**src/rtl/conv_frame_scheduler_pkg.sv**
```systemverilog
// Shared definitions for the convolution frame scheduler: FSM state
// encoding, error-flag bit positions and the core clear length.
package conv_pkg;

    typedef enum logic [2:0] {
        ST_IDLE   = 3'd0,
        ST_CLEAR  = 3'd1,
        ST_STREAM = 3'd2,
        ST_DRAIN  = 3'd3,
        ST_DONE   = 3'd4
    } state_e;

    // Bit positions inside the sticky err vector
    localparam int ERR_CFG  = 0;
    localparam int ERR_TMO  = 1;
    localparam int ERR_BITS = 2;

    // Number of cycles the core is held in reset between frames
    localparam int CLEAR_CYCLES = 2;

endpackage

```
**src/rtl/conv_frame_scheduler_raster_pos_tracker.sv**
```systemverilog
// Follows the raster position of each core result. The core only produces
// results once K-1 full rows have been seen, so the row starts at K-1.
// A result is interior when its window lies completely inside the frame.
module raster_pos_tracker #(
    parameter int KERNEL_SIZE = 3,
    parameter int MAX_WIDTH   = 64,
    parameter int MAX_HEIGHT  = 64
) (
    input  logic                               clk,
    input  logic                               rst_n,
    input  logic                               clear_i,
    input  logic                               advance_i,
    input  logic [$clog2(MAX_WIDTH + 1)-1:0]   width_i,
    output logic                               interior_o
);

    localparam int CW = $clog2(MAX_WIDTH + 1);
    localparam int RW = $clog2(MAX_HEIGHT + 1);
    localparam logic [CW-1:0] KM1_CW    = CW'(KERNEL_SIZE - 1);
    localparam logic [RW-1:0] ROW_START = RW'(KERNEL_SIZE - 1);

    logic [CW-1:0] col_q, col_d;
    logic [RW-1:0] row_q, row_d;

    // Next position: clear restarts at (K-1, 0), each result steps one column
    always_comb begin
        col_d = col_q;
        row_d = row_q;
        if (clear_i) begin
            col_d = '0;
            row_d = ROW_START;
        end else if (advance_i) begin
            if (col_q == width_i - CW'(1)) begin
                col_d = '0;
                row_d = row_q + RW'(1);
            end else begin
                col_d = col_q + CW'(1);
            end
        end
    end

    // Position registers
    always_ff @(posedge clk or negedge rst_n) begin
        if (!rst_n) begin
            col_q <= '0;
            row_q <= ROW_START;
        end else begin
            col_q <= col_d;
            row_q <= row_d;
        end
    end

    // Left K-1 columns are border; rows below K-1 never reach us from the core
    assign interior_o = (col_q >= KM1_CW) && (row_q >= ROW_START);

endmodule

```
**src/rtl/conv_frame_scheduler.sv**
```systemverilog
// Frame sequencer for the streaming KxK convolution core: validates the
// frame size, clears the core, feeds the raster stream through, forwards
// only interior results and reports completion, config errors and timeouts.
module conv_frame_scheduler
    import conv_pkg::*;
#(
    parameter int DATA_WIDTH    = 8,
    parameter int KERNEL_SIZE   = 3,
    parameter int MAX_WIDTH     = 64,
    parameter int MAX_HEIGHT    = 64,
    parameter int DRAIN_TIMEOUT = 64
) (
    input  logic                                clk,
    input  logic                                rst_n,
    input  logic                                start,
    input  logic                                abort,
    input  logic [$clog2(MAX_WIDTH + 1)-1:0]    cfg_width,
    input  logic [$clog2(MAX_HEIGHT + 1)-1:0]   cfg_height,
    input  logic [DATA_WIDTH-1:0]               s_data,
    input  logic                                s_valid,
    output logic                                s_ready,
    output logic [DATA_WIDTH-1:0]               core_pixel,
    output logic                                core_valid,
    output logic                                core_rst_n,
    input  logic [DATA_WIDTH-1:0]               core_out,
    input  logic                                core_valid_out,
    output logic [DATA_WIDTH-1:0]               m_data,
    output logic                                m_valid,
    output logic                                busy,
    output logic                                done,
    output logic [ERR_BITS-1:0]                 err
);

    localparam int CW = $clog2(MAX_WIDTH + 1);
    localparam int RW = $clog2(MAX_HEIGHT + 1);
    localparam int NW = $clog2(MAX_WIDTH * MAX_HEIGHT + 1);
    localparam int TW = $clog2(DRAIN_TIMEOUT + 1);
    localparam int LW = (CLEAR_CYCLES > 1) ? $clog2(CLEAR_CYCLES) : 1;

    localparam logic [CW-1:0] K_CW     = CW'(KERNEL_SIZE);
    localparam logic [RW-1:0] K_RW     = RW'(KERNEL_SIZE);
    localparam logic [CW-1:0] KM1_CW   = CW'(KERNEL_SIZE - 1);
    localparam logic [RW-1:0] KM1_RW   = RW'(KERNEL_SIZE - 1);
    localparam logic [CW-1:0] MAXW_CW  = CW'(MAX_WIDTH);
    localparam logic [RW-1:0] MAXH_RW  = RW'(MAX_HEIGHT);
    localparam logic [TW-1:0] TMO_LAST = TW'(DRAIN_TIMEOUT - 1);
    localparam logic [LW-1:0] CLR_LAST = LW'(CLEAR_CYCLES - 1);

    state_e                 state_q;
    logic [CW-1:0]          w_q;
    logic [RW-1:0]          h_q;
    logic [NW-1:0]          in_cnt_q, in_cnt_d;
    logic [NW-1:0]          acc_cnt_q, acc_cnt_d;
    logic [TW-1:0]          tmo_cnt_q;
    logic [LW-1:0]          clr_cnt_q;
    logic                   abort_pend_q;
    logic                   s_ready_q;
    logic [DATA_WIDTH-1:0]  core_pixel_q;
    logic                   core_valid_q;
    logic                   core_rst_n_q;
    logic [DATA_WIDTH-1:0]  m_data_q;
    logic                   m_valid_q;
    logic                   done_q;
    logic [ERR_BITS-1:0]    err_q;

    logic [NW-1:0]          frame_px;
    logic [NW-1:0]          frame_res;
    logic                   cfg_ok;
    logic                   xfer;
    logic                   abort_hit;
    logic                   interior;
    logic                   fwd;

    raster_pos_tracker #(
        .KERNEL_SIZE (KERNEL_SIZE),
        .MAX_WIDTH   (MAX_WIDTH),
        .MAX_HEIGHT  (MAX_HEIGHT)
    ) u_pos (
        .clk        (clk),
        .rst_n      (rst_n),
        .clear_i    (state_q == ST_CLEAR),
        .advance_i  (core_valid_out),
        .width_i    (w_q),
        .interior_o (interior)
    );

    // Frame sizes and event qualifiers derived from the current registers
    always_comb begin
        frame_px  = NW'(w_q) * NW'(h_q);
        frame_res = NW'(w_q - KM1_CW) * NW'(h_q - KM1_RW);
        in_cnt_d  = in_cnt_q + NW'(1);
        acc_cnt_d = acc_cnt_q + NW'(1);
        cfg_ok    = (cfg_width >= K_CW) && (cfg_width <= MAXW_CW) &&
                    (cfg_height >= K_RW) && (cfg_height <= MAXH_RW);
        xfer      = s_valid && s_ready_q;
        abort_hit = abort && (state_q != ST_IDLE);
        // A result that coincides with abort is dropped
        fwd       = core_valid_out && interior && !abort_hit &&
                    ((state_q == ST_STREAM) || (state_q == ST_DRAIN));
    end

    // Frame FSM with all registered outputs
    always_ff @(posedge clk or negedge rst_n) begin
        if (!rst_n) begin
            state_q      <= ST_IDLE;
            w_q          <= '0;
            h_q          <= '0;
            in_cnt_q     <= '0;
            acc_cnt_q    <= '0;
            tmo_cnt_q    <= '0;
            clr_cnt_q    <= '0;
            abort_pend_q <= 1'b0;
            s_ready_q    <= 1'b0;
            core_pixel_q <= '0;
            core_valid_q <= 1'b0;
            core_rst_n_q <= 1'b1;
            m_data_q     <= '0;
            m_valid_q    <= 1'b0;
            done_q       <= 1'b0;
            err_q        <= '0;
        end else begin
            core_valid_q <= 1'b0;
            done_q       <= 1'b0;
            m_valid_q    <= fwd;
            if (fwd) begin
                m_data_q <= core_out;
            end
            // Any core activity restarts the drain watchdog
            if (core_valid_out) begin
                tmo_cnt_q <= '0;
            end

            if (abort_hit) begin
                state_q      <= ST_CLEAR;
                abort_pend_q <= 1'b1;
                clr_cnt_q    <= '0;
                core_rst_n_q <= 1'b0;
                s_ready_q    <= 1'b0;
            end else begin
                case (state_q)
                    ST_IDLE: begin
                        if (start) begin
                            if (cfg_ok) begin
                                w_q          <= cfg_width;
                                h_q          <= cfg_height;
                                err_q        <= '0;
                                abort_pend_q <= 1'b0;
                                clr_cnt_q    <= '0;
                                core_rst_n_q <= 1'b0;
                                state_q      <= ST_CLEAR;
                            end else begin
                                err_q[ERR_CFG] <= 1'b1;
                            end
                        end
                    end

                    ST_CLEAR: begin
                        in_cnt_q  <= '0;
                        acc_cnt_q <= '0;
                        tmo_cnt_q <= '0;
                        if (clr_cnt_q == CLR_LAST) begin
                            core_rst_n_q <= 1'b1;
                            if (abort_pend_q) begin
                                state_q <= ST_IDLE;
                            end else begin
                                state_q   <= ST_STREAM;
                                s_ready_q <= 1'b1;
                            end
                        end else begin
                            clr_cnt_q <= clr_cnt_q + LW'(1);
                        end
                    end

                    ST_STREAM: begin
                        if (xfer) begin
                            core_pixel_q <= s_data;
                            core_valid_q <= 1'b1;
                            in_cnt_q     <= in_cnt_d;
                            if (in_cnt_d == frame_px) begin
                                s_ready_q <= 1'b0;
                                state_q   <= ST_DRAIN;
                            end
                        end
                        // Completion can overtake the input side
                        if (fwd) begin
                            acc_cnt_q <= acc_cnt_d;
                            if (acc_cnt_d == frame_res) begin
                                s_ready_q <= 1'b0;
                                done_q    <= 1'b1;
                                state_q   <= ST_DONE;
                            end
                        end
                    end

                    ST_DRAIN: begin
                        if (fwd) begin
                            acc_cnt_q <= acc_cnt_d;
                            if (acc_cnt_d == frame_res) begin
                                done_q  <= 1'b1;
                                state_q <= ST_DONE;
                            end
                        end else if (!core_valid_out) begin
                            if (tmo_cnt_q == TMO_LAST) begin
                                err_q[ERR_TMO] <= 1'b1;
                                done_q         <= 1'b1;
                                state_q        <= ST_DONE;
                            end else begin
                                tmo_cnt_q <= tmo_cnt_q + TW'(1);
                            end
                        end
                    end

                    ST_DONE: begin
                        state_q <= ST_IDLE;
                    end

                    default: begin
                        state_q <= ST_IDLE;
                    end
                endcase
            end
        end
    end

    assign s_ready    = s_ready_q;
    assign core_pixel = core_pixel_q;
    assign core_valid = core_valid_q;
    assign core_rst_n = core_rst_n_q;
    assign m_data     = m_data_q;
    assign m_valid    = m_valid_q;
    assign busy       = (state_q != ST_IDLE);
    assign done       = done_q;
    assign err        = err_q;

endmodule

```
**config.mk**
```make
export PLATFORM = sky130hd
export DESIGN_NAME = conv_frame_scheduler
export DESIGN_NICKNAME = d
export VERILOG_FILES = /design/src/rtl/conv_frame_scheduler_pkg.sv /design/src/rtl/conv_frame_scheduler_raster_pos_tracker.sv /design/src/rtl/conv_frame_scheduler.sv
export SDC_FILE = /design/constraint.sdc
export NUM_CORES = 1
export LEC_CHECK = 0
export ABC_AREA = 1
export CAP_MARGIN = 20
export CORE_MARGIN = 1
export CORE_UTILIZATION = 30
export DETAILED_ROUTE_END_ITERATION = 7
export GPL_TIMING_DRIVEN = 0
export MAX_ROUTING_LAYER = met4
export PLACE_DENSITY = 0.54
export SLEW_MARGIN = 20
export SYNTH_ARGS = -nofsm -noshare
export SYNTH_HDL_FRONTEND = slang
export SYNTH_SLANG_ARGS = --single-unit
export TNS_END_PERCENT = 100
```
**constraint.sdc**
```tcl
create_clock -name clk -period 7.1 [get_ports clk]
set_clock_uncertainty 0.1 [all_clocks]
set_input_delay 0.71 -clock clk [delete_from_list [all_inputs] [get_ports clk]]
set_output_delay 0.71 -clock clk [all_outputs]
set_load 0.02 [all_outputs]
```
==> metrics.txt <==
Slew Limit Fails=0; Fmax achieved=about 160 MHz; pin count of the biggest net entering global routing=47; R2R Setup Slk=0.77 ns; post-DP HPWL=between 15 and 20 mm; initial antenna violation count=0; clk buf depth=2; vias in the first global route=around 8200; Worst Setup Path Type=register to register; area grow syn2layout=14.9%; Final setup viols=0; overflow left after global routing=0; Worst Setup EP=done$_DFF_PN0_; CTS Sinks=a little under 90; H-tree depth=3; Critical Path Start Type=register; Ys Warns=0; # IOs=60; clk_lat worst skew=~0.35 ns; setup TNS=0 ns; GPL Wtd Cong=0.869; status=completed; crit share post-route=0.891; via count=around 8300; count leader, synth=nand2_1; post_cts resized=0; layout cells sized above 1=0.0591; Nets=approximately 1600; Via density=~4.6; crit path launch=h_q[1]$_DFFE_PN0P_; GR Util All Layers=0.153; Port Buffers=around 60; antenna viol nets, final=0; die area=~32000 µm²; Area contributors post-synth=dfrtp_1 (23%), nand2_1 (16%), fa_1 (14%); most used cell, CP=fa_1; CTS Buf Count=9; Die W=between 150 and 200 µm; Max-Cap Viols=0; most frequent cells after synthesis=nand2_1 (400), inv_1 (253), nor2_1 (120); cts hold-fix bufs=0; Critical Path Max Stage Delay=approximately 0.54 ns; DR pass1 iterations=4; Worst Reg2Reg Path Length in Cells=22; Synth Flop Type=dfrtp_1; sequential share of the synthesized area=0.235; ys async rst share=1.00; worst-path fanout max=10; Worst Setup End Kind=register; R2R Path End=done$_DFF_PN0_; CTS Root Cell=clkbuf_16; mapped cell area=9470 µm²; Core Area=between 30000 and 40000 µm²; Worst-Margin Slew=0.588 ns; Die H=180 µm; 1st-iter DRT viols=~360; crit path time final=6.33 ns; largest area contributor in the netlist=dfrtp_1; top-area cell type share of the netlist area=0.230; syn_nets=1514; DR WL/cell=between 10 and 15 µm; cells along the critical path=buf_2 -> clkbuf_1 -> inv_1 -> ha_1 -> xnor2_1 -> inv_1 -> nand2_1 -> fa_1 -> fa_1 -> fa_1 -> fa_1 -> inv_1 -> ha_1 -> a21oi_1 -> nand3b_1 -> nand3_1 -> or2_2 -> nand3_1 -> nand2_1 -> nor2_4 -> nand3_2 -> a211oi_1; CP Buf/Inv Count=5; CTS tree=done; number of enable flip-flop cells after synthesis=0; Mapped Cells=between 1000 and 1500; Yosys reg bits=just under 90; Worst path top cell family by delay=adder cells; critical path data arrival time=between 6 and 7 ns; Ant. Diodes=0; Hold Fails Final Rpt=0; row count=64; CP required=slightly above 7 ns; first-pass GRT wire length=approximately 40 mm; Post-CTS Setup Bufs=0; Crit path depth=22; detailed-route wire length=22.7 mm; worst reg2reg startpoint=h_q[1]$_DFFE_PN0P_; clock-pin slew on the worst setup and hold paths=~0.060 ns; library cells used by synthesis=46; unrepaired setup endpoints after global routing=no; Slew HR=0.605; Initial Utilization=0.307; CP max stage cell=fa_1; Syn Area/Cell=just over 7 µm²; Worst Hold Class=input pin to asynchronous set/reset pin; # DRC=0
==> flip-flops by register name, summed over array words and instances (netlist names) <==
register      flops
core_rst_n        1
abort_pend_q      1
acc_cnt_q        13
clr_cnt_q         1
done              1
state_q           3
m_valid           1
u_pos.col_q       7
core_valid        1
w_q               7
m_data            8
err               2
u_pos.row_q       7
tmo_cnt_q         7
in_cnt_q         13
h_q               7
core_pixel        8
s_ready           1
==> placed cells by master, fill, tap and decap left out, types with 3 or more instances in the layout <==
master,netlist,final
nand2_1,400,400
inv_1,253,253
nor2_1,120,120
dfrtp_1,87,87
nand3_1,83,83
fa_1,66,66
ha_1,66,66
clkdlybuf4s50_1,0,58
o21ai_0,42,42
o22ai_1,26,26
xor2_1,25,25
a21oi_1,23,23
nand4_1,22,22
xnor2_1,16,16
buf_2,11,11
nor3_1,11,11
nand2_2,11,11
clkbuf_16,0,9
nand3b_1,8,8
clkbuf_1,6,7
inv_2,7,7
buf_4,6,6
nor2_2,5,5
or2_2,5,5
nand3_2,5,5
clkinv_1,4,4
buf_6,3,4
nor2_4,4,4
a211oi_1,4,4
clkinv_2,0,3
==> final cells by class <==
| class | instances | area (µm²) |
|---|---|---|
| sequential | 89 | 2230 |
| tap | 396 | 495 |
| inverter | 266 | 1010 |
| fill | 3229 | 19900 |
| multi-input combinational | 965 | 6080 |
| buffer | 26 | 156 |
| clock buffer | 11 | 243 |
| timing repair buffer | 60 | 619 |
| clock inverter | 5 | 53.8 |
==> worst reg2reg max path, stage by stage, from the launching register on <==
cell      delay (ns)
dfrtp_1         0.31
buf_2           0.26
clkbuf_1        0.44
inv_1           0.09
ha_1            0.28
xnor2_1         0.50
inv_1           0.16
nand2_1         0.13
fa_1            0.43
fa_1            0.47
fa_1            0.52
fa_1            0.54
inv_1           0.04
ha_1            0.34
a21oi_1         0.25
nand3b_1        0.14
nand3_1         0.09
or2_2           0.29
nand3_1         0.07
nand2_1         0.12
nor2_4          0.17
nand3_2         0.14
a211oi_1        0.33
==> stage by stage <==
stage,hold WS (ns),util,worst slack [ns],cell area [µm²],std cells
after global placement,0.353,0.342,0.726,10600,1801
after CTS,0.184,0.353,0.696,10900,1818
after global routing,0.205,0.353,0.345,10900,1818
after floorplan,0.314,-,1.65,9470,1346
final,0.168,0.353,0.773,10900,1818
after detailed placement,0.362,0.343,0.704,10600,1802
==> how the worst min path moves through the flow <==
stage	end	slack, ns	startpoint	cells after the start
global placement	core_pixel[5]$_DFFE_PN0P_	0.35	core_pixel[5]$_DFFE_PN0P_	2
detailed placement	core_pixel[0]$_DFFE_PN0P_	0.36	core_pixel[0]$_DFFE_PN0P_	2
global route	tmo_cnt_q[3]$_DFF_PN0_	0.21	rst_n	1
floorplan	abort_pend_q$_DFFE_PN0P_	0.31	rst_n	0
finish	tmo_cnt_q[3]$_DFF_PN0_	0.17	rst_n	1
CTS	tmo_cnt_q[3]$_DFF_PN0_	0.18	rst_n	1
==> routing by layer <==
| layer | vias to the layer above | wire, µm | track usage |
|---|---|---|---|
| li1 | 4295 | - | - |
| met1 | 3885 | 11300 | 0.202 |
| met2 | 115 | 10600 | 0.253 |
| met3 | 10 | 639 | 0.0217 |
| met4 | 0 | 166 | 0.0259 |
| met5 | - | 0 | - |
==> cells by family after synthesis <==
kind of cell | after synthesis | synth area share
AO/OA/AOI/OAI | 106 | 0.0629
flip-flops | 89 | 0.235
XOR/XNOR | 42 | 0.0396
buffers and inverters | 292 | 0.123
AND/OR/NAND/NOR | 685 | 0.313
adder cells (fa/ha/maj) | 132 | 0.227
Power is not shown: default switching activity piles up to over one toggle a cycle in this logic, so the estimate is an artifact.
